**config.mk**
```make
export PLATFORM = sky130hd
export DESIGN_NAME = matmul_seq
export DESIGN_NICKNAME = d
export VERILOG_FILES = /design/src/rtl/mm_pkg.sv /design/src/rtl/matmul_seq_buf.sv /design/src/rtl/matmul_seq.sv
export SDC_FILE = /design/constraint.sdc
export NUM_CORES = 2
export LEC_CHECK = 0
export ABC_AREA = 1
export ABC_CLOCK_PERIOD_IN_PS = 69800
export BUFFER_PORTS_ARGS = -buffer_cell sky130_fd_sc_hd__buf_2
export CELL_PAD_IN_SITES_DETAIL_PLACEMENT = 0
export CELL_PAD_IN_SITES_GLOBAL_PLACEMENT = 1
export CORE_MARGIN = 5
export CORE_UTILIZATION = 48
export DETAILED_ROUTE_END_ITERATION = 6
export HOLD_SLACK_MARGIN = 0.1
export PLACE_DENSITY_LB_ADDON = 0.08
export SLEW_MARGIN = 30
export SYNTH_ARGS = -nofsm -noshare
export SYNTH_HDL_FRONTEND = slang
export SYNTH_SLANG_ARGS = --single-unit
```
**constraint.sdc**
```tcl
create_clock -name clk -period 69.8 [get_ports clk]
set_input_delay 0 -clock clk [delete_from_list [all_inputs] [get_ports clk]]
set_output_delay 0 -clock clk [all_outputs]
set_load 0.01 [all_outputs]
```
**src/rtl/mm_pkg.sv**
```systemverilog
// rtl/mm_pkg.sv - shared opcodes, default sizes and sequencer states for matmul_seq
package mm_pkg;

   localparam int N_DEF = 4;
   localparam int W_DEF = 16;

   typedef enum logic [1:0] {
      OP_NOP   = 2'b00,
      OP_CLEAR = 2'b01,
      OP_CALC  = 2'b10
   } op_e;

   typedef enum logic [2:0] {
      FILL,
      ISSUE,
      WAIT,
      CAPTURE,
      SEND
   } state_e;

endpackage

```
**src/rtl/matmul_seq_buf.sv**
```systemverilog
// rtl/matmul_seq_buf.sv - DEPTH-entry register file, one write port, one combinational read port
module matmul_seq_buf #(
   parameter int  DEPTH = 4,
   parameter int  DW    = 32,
   localparam int IW    = (DEPTH > 1) ? $clog2(DEPTH) : 1
) (
   input  logic          clk,
   input  logic          rst,
   input  logic          we_i,
   input  logic [IW-1:0] widx_i,
   input  logic [DW-1:0] wdata_i,
   input  logic [IW-1:0] ridx_i,
   output logic [DW-1:0] rdata_o
);

   logic [DW-1:0] mem_q [DEPTH];

   always_ff @(posedge clk or posedge rst) begin
      if (rst) begin
         for (int i = 0; i < DEPTH; i++) mem_q[i] <= '0;
      end else if (we_i) begin
         mem_q[widx_i] <= wdata_i;
      end
   end

   assign rdata_o = mem_q[ridx_i];

endmodule

```
**src/rtl/matmul_seq.sv**
```systemverilog
// rtl/matmul_seq.sv - job sequencer for the matmul systolic core
// Buffers N operand beats, clears and feeds the core, captures N result rows, streams them out.
module matmul_seq
   import mm_pkg::*;
#(
   parameter int N          = N_DEF,
   parameter int W          = W_DEF,
   parameter int CLR_CYCLES = 4,
   parameter int RD_LAT     = 1
) (
   input  logic         clk,
   input  logic         rst,
   input  logic         in_valid,
   output logic         in_ready,
   input  logic [N*W-1:0] in_a,
   input  logic [N*W-1:0] in_b,
   output logic         out_valid,
   input  logic         out_ready,
   output logic [N*W-1:0] out_c,
   output logic         out_last,
   output logic         busy,
   output logic         done,
   output logic [1:0]   mm_op,
   output logic [N*W-1:0] mm_a,
   output logic [N*W-1:0] mm_b,
   input  logic [N*W-1:0] mm_c
);

   localparam int IW = (N > 1) ? $clog2(N) : 1;
   localparam int CW = $clog2(N + CLR_CYCLES + RD_LAT + 1);

   state_e          state_q, state_d;
   logic [CW-1:0]   beat_cnt_q, beat_cnt_d;
   logic [CW-1:0]   clr_cnt_q, clr_cnt_d;
   logic [CW-1:0]   idx_q, idx_d;
   logic [1:0]      mm_op_q, mm_op_d;
   logic [N*W-1:0]  mm_a_q, mm_a_d, mm_b_q, mm_b_d, out_c_q, out_c_d;
   logic            in_ready_q, in_ready_d, out_valid_q, out_valid_d;
   logic            out_last_q, out_last_d, busy_q, busy_d, done_q, done_d;

   logic            in_hs, out_hs;
   logic [IW-1:0]   op_ridx, res_ridx;
   logic [2*N*W-1:0] op_rdata;
   logic [N*W-1:0]  res_rdata;

   assign in_hs  = in_valid & in_ready_q;
   assign out_hs = out_valid_q & out_ready;

   assign op_ridx  = (state_q == FILL) ? '0 : idx_q[IW-1:0];
   // Look one row ahead so the next row is ready on the handshake edge.
   assign res_ridx = (state_q == SEND) ? IW'(idx_q + CW'(1)) : '0;

   matmul_seq_buf #(.DEPTH(N), .DW(2*N*W)) u_op_buf (
      .clk     (clk),
      .rst     (rst),
      .we_i    (in_hs),
      .widx_i  (beat_cnt_q[IW-1:0]),
      .wdata_i ({in_a, in_b}),
      .ridx_i  (op_ridx),
      .rdata_o (op_rdata)
   );

   matmul_seq_buf #(.DEPTH(N), .DW(N*W)) u_res_buf (
      .clk     (clk),
      .rst     (rst),
      .we_i    (state_q == CAPTURE),
      .widx_i  (idx_q[IW-1:0]),
      .wdata_i (mm_c),
      .ridx_i  (res_ridx),
      .rdata_o (res_rdata)
   );

   always_comb begin
      state_d     = state_q;
      beat_cnt_d  = beat_cnt_q;
      clr_cnt_d   = clr_cnt_q;
      idx_d       = idx_q;
      mm_op_d     = OP_NOP;
      mm_a_d      = '0;
      mm_b_d      = '0;
      in_ready_d  = 1'b0;
      out_valid_d = out_valid_q;
      out_c_d     = out_c_q;
      out_last_d  = out_last_q;
      busy_d      = busy_q;
      done_d      = 1'b0;
      case (state_q)
         FILL: begin
            beat_cnt_d = beat_cnt_q + CW'(in_hs);
            if (in_hs) busy_d = 1'b1;
            if (beat_cnt_q == CW'(N) && clr_cnt_q == CW'(CLR_CYCLES)) begin
               state_d          = ISSUE;
               idx_d            = CW'(1);
               mm_op_d          = OP_CALC;
               {mm_a_d, mm_b_d} = op_rdata;
            end else begin
               if (clr_cnt_q < CW'(CLR_CYCLES)) begin
                  mm_op_d   = OP_CLEAR;
                  clr_cnt_d = clr_cnt_q + CW'(1);
               end
               in_ready_d = (beat_cnt_d < CW'(N));
            end
         end
         ISSUE: begin
            if (idx_q < CW'(N)) begin
               mm_op_d          = OP_CALC;
               {mm_a_d, mm_b_d} = op_rdata;
               idx_d            = idx_q + CW'(1);
            end else begin
               state_d = WAIT;
               idx_d   = '0;
            end
         end
         WAIT: begin
            if (idx_q + CW'(1) >= CW'(RD_LAT)) begin
               state_d = CAPTURE;
               idx_d   = '0;
            end else begin
               idx_d = idx_q + CW'(1);
            end
         end
         CAPTURE: begin
            idx_d = idx_q + CW'(1);
            if (idx_q == CW'(N-1)) begin
               state_d     = SEND;
               idx_d       = '0;
               out_valid_d = 1'b1;
               out_c_d     = res_rdata;
               out_last_d  = (N == 1);
            end
         end
         SEND: begin
            if (out_hs) begin
               if (idx_q == CW'(N-1)) begin
                  // Final row taken: restart the next job's clear burst on the same edge.
                  state_d     = FILL;
                  idx_d       = '0;
                  beat_cnt_d  = '0;
                  clr_cnt_d   = CW'(1);
                  mm_op_d     = OP_CLEAR;
                  in_ready_d  = 1'b1;
                  out_valid_d = 1'b0;
                  out_c_d     = '0;
                  out_last_d  = 1'b0;
                  busy_d      = 1'b0;
                  done_d      = 1'b1;
               end else begin
                  idx_d      = idx_q + CW'(1);
                  out_c_d    = res_rdata;
                  out_last_d = (idx_q == CW'(N-2));
               end
            end
         end
         default: state_d = FILL;
      endcase
   end

   always_ff @(posedge clk or posedge rst) begin
      if (rst) begin
         state_q     <= FILL;
         beat_cnt_q  <= '0;
         clr_cnt_q   <= '0;
         idx_q       <= '0;
         mm_op_q     <= OP_NOP;
         mm_a_q      <= '0;
         mm_b_q      <= '0;
         in_ready_q  <= 1'b0;
         out_valid_q <= 1'b0;
         out_c_q     <= '0;
         out_last_q  <= 1'b0;
         busy_q      <= 1'b0;
         done_q      <= 1'b0;
      end else begin
         state_q     <= state_d;
         beat_cnt_q  <= beat_cnt_d;
         clr_cnt_q   <= clr_cnt_d;
         idx_q       <= idx_d;
         mm_op_q     <= mm_op_d;
         mm_a_q      <= mm_a_d;
         mm_b_q      <= mm_b_d;
         in_ready_q  <= in_ready_d;
         out_valid_q <= out_valid_d;
         out_c_q     <= out_c_d;
         out_last_q  <= out_last_d;
         busy_q      <= busy_d;
         done_q      <= done_d;
      end
   end

   assign in_ready  = in_ready_q;
   assign out_valid = out_valid_q;
   assign out_c     = out_c_q;
   assign out_last  = out_last_q;
   assign busy      = busy_q;
   assign done      = done_q;
   assign mm_op     = mm_op_q;
   assign mm_a      = mm_a_q;
   assign mm_b      = mm_b_q;

endmodule
```
# ---- After elaboration in Yosys (flattened, before gate mapping)
# Cells that the tools add are included.
dict set report classes {
  muxes 65
  n_addsub 3
  n_lt_le_gt_ge 10
  bitwise_logic 6
  reduce_logical 14
  n_eq_ne 17
}
# cell count
set op_table {}
lappend op_table {{2-to-1 mux 64 bit} 10}
lappend op_table {{bitwise mux 512 bit} 1}
lappend op_table {{2-to-1 mux 128 bit} 3}
lappend op_table {{one-hot mux 64 bit (2 select lines)} 3}
lappend op_table {{binary-select mux 128 bit (select 2 bit)} 1}
lappend op_table {{bitwise mux 256 bit} 1}
lappend op_table {{demux 128 bit (select 2 bit)} 1}
lappend op_table {{binary-select mux 64 bit (select 2 bit)} 1}
lappend op_table {{demux 64 bit (select 2 bit)} 1}
lappend op_table {{2-to-1 mux 4 bit} 11}
lappend op_table {{one-hot mux 4 bit (5 select lines)} 1}
lappend op_table {{2-to-1 mux 3 bit} 6}
lappend op_table {{one-hot mux 4 bit (2 select lines)} 2}
lappend op_table {{one-hot mux 3 bit (5 select lines)} 1}
lappend op_table {{2-to-1 mux 1 bit} 13}
lappend op_table {{>= comparator 3 bit, second input constant} 4}
lappend op_table {{< comparator 4 x 3 -> 1 bit, second input constant} 3}
lappend op_table {{inequality test 2 bit, second input constant} 6}
lappend op_table {{NOT 2 -> 3 bit} 4}
lappend op_table {{AND reduction 3 bit} 3}
lappend op_table {{adder 4 x 1 -> 4 bit, second input constant} 2}
lappend op_table {{== test 4 x 2 -> 1 bit, second input constant} 2}
lappend op_table {{== test 4 x 3 -> 1 bit, second input constant} 2}
lappend op_table {{2-to-1 mux 2 bit} 4}
lappend op_table {{other kinds (17)} 29}
dict set report totals {
  wordCells 136
  ff_bits 982
  input_bits 196
}

# ---- Depth between registers and ports, before layout
dict set report depth {
  ltp_word 9
  ltp_mapped 13
}

# ---- Modules after synthesis
# From an unflattened synthesis, not the netlist that was laid out.
dict set report hier_totals {
  cells_unflattened 6451
  area_unflattened_um2 48099.9
}
# module n_inst area_each_um2 cells_per_inst seq_area_each_um2
set modules_own_cells {}
lappend modules_own_cells {{matmul_seq_buf at u_op_buf} 1 26626.8 3736 12812.3}
lappend modules_own_cells {{matmul_seq_buf at u_res_buf} 1 13314.0 1868 6406.1}
lappend modules_own_cells {matmul_seq 1 8159.1 847 5355.1}

# ---- Worst setup path before layout
# OpenSTA, ideal clock, no wires.
dict set report synth_timing {
  path_type {register -> register}
  startpoint {register idx_q[0]}
  endpoint {register out_c_q[30] (netlist: out_c[30])}
  setup_slack_ps 67431
  setup_time_ps 66
  path_stages_with_launch 14
  t_required_ps 69734
  arrival_ps 2303
  cell_sequence {dfrtp_1 inv_2 buf_2 clkbuf_1 clkbuf_1 ha_1 inv_1 nor2_1 buf_2 buf_1 nand2_1 nand2_1 nand2_1 nand2_1}
}
dict set report synth_via {
  elab_chain_len 9
  elab_cells_between_ends 13
}
# element line
set synth_lines {}
lappend synth_lines {{start: declaration} matmul_seq.sv:35} ;# logic [CW-1:0] idx_q, idx_d;
lappend synth_lines {{start signal: assignment} matmul_seq.sv:177} ;# idx_q <= idx_d;
lappend synth_lines {{adder 4 x 1 -> 4 bit} n/a}
lappend synth_lines {{2-to-1 mux 2 bit} matmul_seq.sv:51} ;# assign res_ridx = (state_q == SEND) ? IW'(idx_q + CW'(1)) : '0;
lappend synth_lines {{NOT 2 -> 3 bit (not written as such)} matmul_seq_buf.sv:26} ;# assign rdata_o = mem_q[ridx_i];
lappend synth_lines {{binary-select mux 64 bit (select 2 bit)} matmul_seq_buf.sv:26}
lappend synth_lines {{2-to-1 mux 64 bit (not written as such) (2 in a row)} matmul_seq_buf.sv:26}
lappend synth_lines {{2-to-1 mux 64 bit} matmul_seq.sv:134} ;# if (idx_q == CW'(N-1)) begin
lappend synth_lines {{2-to-1 mux 64 bit} matmul_seq.sv:133} ;# if (out_hs) begin
lappend synth_lines {{one-hot mux 64 bit (2 select lines)} matmul_seq.sv:87} ;# case (state_q)
lappend synth_lines {{end signal: assignment} matmul_seq.sv:183} ;# out_c_q <= out_c_d;
lappend synth_lines {{end: declaration} matmul_seq.sv:37} ;# logic [N*W-1:0] mm_a_q, mm_a_d, mm_b_q, mm_b_d, out_c_q, out_c_d;
# Parallel ways exist; a longest one is shown, timed or not. The select of a mux whose other input is x is not followed.
# A chain may end at the register's enable or synchronous reset.

# ---- Worst setup path in the final report
dict set report layout_timing {
  startpoint {register beat_cnt_q[1]}
  endpoint {register u_op_buf.mem_q[21] (netlist name)}
}
dict set report layout_via {
  elab_chain_len 6
  elab_cells_between_ends 7
}
# element line
set layout_lines {}
lappend layout_lines {{start: declaration} matmul_seq.sv:33} ;# logic [CW-1:0] beat_cnt_q, beat_cnt_d;
lappend layout_lines {{start signal: assignment} matmul_seq.sv:175} ;# beat_cnt_q <= beat_cnt_d;
lappend layout_lines {{NOT 2 -> 3 bit (not written as such) (*)} matmul_seq_buf.sv:22} ;# mem_q[widx_i] <= wdata_i;
lappend layout_lines {{>= comparator 3 bit (not written as such) or < comparator 3 x 1 -> 1 bit (tied branches)} matmul_seq_buf.sv:22}
lappend layout_lines {{logical AND 1 bit (not written as such)} matmul_seq_buf.sv:22}
lappend layout_lines {{2-to-1 mux 128 bit (not written as such)} matmul_seq_buf.sv:22}
lappend layout_lines {{demux 128 bit (select 2 bit) (*)} matmul_seq_buf.sv:22}
lappend layout_lines {{bitwise mux 512 bit (*)} matmul_seq_buf.sv:22}
lappend layout_lines {{end signal: indexed assignment} matmul_seq_buf.sv:22}
lappend layout_lines {{end: declaration} matmul_seq_buf.sv:16} ;# logic [DW-1:0] mem_q [DEPTH];
# Mark *: on every way between the ends. The rest lies on a longest branch, timed or not.

==> run metrics <==
NetSw=~0.44 mW; number of routed nets with antenna violations=0; Mapped Nets=approximately 5k; share of post-route cells with drive strength above 1=0.1168; die footprint=slightly above 90000 sq um; register bit total from synthesis=around 980; headroom to the max-slew limit=0.3271; layout filler cell count=roughly 8.1k; die outline height=just over 300 um; final slew viol count=0; routed len/inst=17.18 um; worst hold path class=in2reg; initial antenna violation count=3; leakage power figure=26.47 nW; total iterations of the first detailed-routing run=6; Final Net Count=5547; site row count=107; share of total power in combinational logic=0.153; H-tree lvl count=3; arrival time of data at the critical path endpoint=about 4.2 ns; area of the core=about 85000 sq um; clock latency reported for the late side of the worst-skew pair=around 0.65 ns; accumulated negative setup slack=0 ns; pin count of the biggest net entering global routing=181; unrepaired setup endpoints after global routing=no; cell with the largest stage delay on the worst path=sky130_fd_sc_hd__buf_4; Clock transition at path regs=0.06 ns; first-pass GRT wire length=~180000 um; share of the yosys chip area belonging to registers=0.5930; count of different cell masters after synthesis=26; most instantiated flip-flop cell in the synthesis netlist=sky130_fd_sc_hd__dfrtp_1; number of hold-slack violations in the final timing report=0; starting utilization of the core area=0.4852; leading cell type in the layout, fill and taps excluded=sky130_fd_sc_hd__nand2_1; fin crit period=3.618 ns; syn_area_per_cell=approximately 8.4 sq um; # setup viols final=0; number of clock buffers inserted by TritonCTS=between 100 and 150; critical path startpoint category=flop; clock skew=about 0.017 ns; vias per std cell=approximately 5; total of max-cap violations=0; power density normalized to cell area=about 32 nW/um^2; crit-path most repeated cell=sky130_fd_sc_hd__buf_4; Synth area leaders=sky130_fd_sc_hd__dfrtp_1, sky130_fd_sc_hd__nand2_1, sky130_fd_sc_hd__o21ai_0; vias in the first global route=roughly 33k; GRT Resource Usage Total=0.2411; result of the run=finished clean; total wire length after detailed routing=113000 um; post-place setup slack=66.11 ns; PortBufs=approximately 400; internal power consumption=1.141 mW; DRC Markers=0; portion of total power attributed to the clock network=0.356; die width=roughly 300 um; Switching Fraction=0.2789; worst setup margin=66.18 ns; mapped cell area=roughly 41000 sq um; maximum buffer depth of the clock tree=3; Post-synth ARST share=1.000; routed via count=33.56k; Initial DRC Count=2503; maximum fanout along the worst path=87; most frequent cells in the layout=sky130_fd_sc_hd__nand2_1, sky130_fd_sc_hd__dfrtp_1, sky130_fd_sc_hd__o21ai_0, sky130_fd_sc_hd__inv_1, sky130_fd_sc_hd__buf_2; residual overflow from global routing=0; endpoint type of the worst setup path=flop; maximum single-stage delay on the critical path=about 0.88 ns; clock tree from TritonCTS=yes; HPWL after detailed placement=~63000 um; kind of critical path=reg2reg; Post CTS Setup Buffer Count=0; number of synthesis warnings=0; global placer's final weighted congestion=between 0.7 and 0.8; actual transition at the worst max-transition pin=between 1 and 1.5 ns; highest attainable clock frequency=around 0.28 GHz; top cell type's share of synthesized area=0.5930; sequential share of power=0.492; Peak VDD IR=around 0.021 mV; post-route clock period utilization=0.05183; gate count of the mapped netlist=about 5k; boundary pin count=~400; required time worst endpoint=70.36 ns; CTS Sinks=around 980; P&R area growth vs syn=19.87%; number of flops mapped to enable cells by yosys=0; root buffer cell=sky130_fd_sc_hd__clkbuf_16; top cell type by total area after synthesis=sky130_fd_sc_hd__dfrtp_1; series of cell instances along the critical path=inv_1, nor3_2, buf_4, buf_4, buf_4, nor2_1, a21oi_1
-- worst max-delay path, delay by kind of cell, from the launching register on --
kind | cells | cell delay, ns
AOI/OAI and AO/OA | 1 | 0.15
buffers and inverters | 4 | 2.56
DFF | 1 | 0.42
and+or+nand+nor | 2 | 0.33
-- layer usage --
| metal | vias up | part of all wire | track usage |
|---|---|---|---|
| li1 | 16530 | - | - |
| met1 | 16160 | 0.47 | 0.3479 |
| met2 | 746 | 0.47 | 0.3934 |
| met3 | 126 | 0.051 | 0.03702 |
| met4 | 0 | 0.016 | 0.04880 |
| met5 | - | 0 | 0 |
-- power by group through the flow --
| stage | Sequential (mW) | Clock, mW | Combinational [mW] |
|---|---|---|---|
| floorplan | 0.773 | 0 | 0.180 |
| global placement | 0.783 | 0 | 0.218 |
| detailed placement | 0.784 | 0 | 0.230 |
| CTS | 0.776 | 0.576 | 0.244 |
| global route | 0.794 | 0.600 | 0.286 |
| finish | 0.778 | 0.562 | 0.242 |
-- registers in the layout (all words and copies together), names as in the netlist --
name             cells
u_op_buf.mem_q     512
u_res_buf.mem_q    256
mm_a                64
mm_b                64
out_c               64
beat_cnt_q           4
clr_cnt_q            4
idx_q                4
state_q              3
mm_op                2
busy                 1
done                 1
in_ready             1
out_last             1
out_valid            1
-- area by class of cell --
class,count,area (sq um),area share
flip-flops and latches,982,24570,0.4947
multi-input cells,3195,14040,0.2826
repair buffers,647,4551,0.09161
clock buffers,155,3055,0.06151
inverters,413,1570,0.03161
well taps,1144,1431,0.02881
clock inverters,36,446.7,0.008992
diodes,3,7.507,0.0001511
-- stage by stage --
step / hold WS [ns] / power, mW / utilization / area (sq um) / instances
6_report: 0.1760 / 1.582 / 0.5816 / 49680 / 6575
3_3_place_gp: 0.2534 / 1.001 / 0.5144 / 43940 / 6170
2_1_floorplan: 0.1674 / 0.9531 / - / 41440 / 4923
4_1_cts: 0.1280 / 1.596 / 0.5806 / 49600 / 6570
5_1_grt: 0.1650 / 1.680 / 0.5815 / 49670 / 6573
3_5_place_dp: 0.2546 / 1.014 / 0.5155 / 44030 / 6173
-- cells in the mapped netlist (all sizes together), types with 2 or more instances --
| cell | instances |
|---|---|
| o22ai | 2 |
| o21ai | 846 |
| a21oi | 387 |
| nand3 | 206 |
| xor2 | 2 |
| nand2 | 1587 |
| inv | 413 |
| nor2 | 148 |
| dfrtp | 982 |
| clkbuf | 229 |
| buf | 104 |
| nor3 | 4 |
| ha | 8 |
-- kinds of logic after synthesis --
| group | synth area share |
|---|---|
| buffers and inverters | 0.07083 |
| adders and majority gates | 0.002415 |
| and+or+nand+nor | 0.1833 |
| AOI/OAI and AO/OA | 0.1498 |
| DFF | 0.5930 |
| xor gates and xnor gates | 0.0006342 |
-- path summary, 6_finish.rpt --
path / start / to / slack, ns / depth (start not counted)
max in group asynchronous: rst / u_res_buf.mem_q[191]$_DFFE_PP0P_ / 66.55 / 8
worst max register to register: beat_cnt_q[1]$_DFFE_PP0P_ / u_op_buf.mem_q[21]$_DFFE_PP0P_ / 66.18 / 7
worst min-delay path: in_a[53] / u_op_buf.mem_q[117]$_DFFE_PP0P_ / 0.18 / 4
worst max-delay path: beat_cnt_q[1]$_DFFE_PP0P_ / u_op_buf.mem_q[21]$_DFFE_PP0P_ / 66.18 / 7
min in group asynchronous: rst / out_c[35]$_DFFE_PP0P_ / 0.71 / 4
worst min register to register: out_c[49]$_DFFE_PP0P_ / out_c[49]$_DFFE_PP0P_ / 0.47 / 2
-- what timing repair did --
action,in CTS,in global routing
endpoints found under the hold margin,899,0
hold buffers,206,0
resized for setup,0,0
Note: power is estimated with default switching activity, not from simulation.
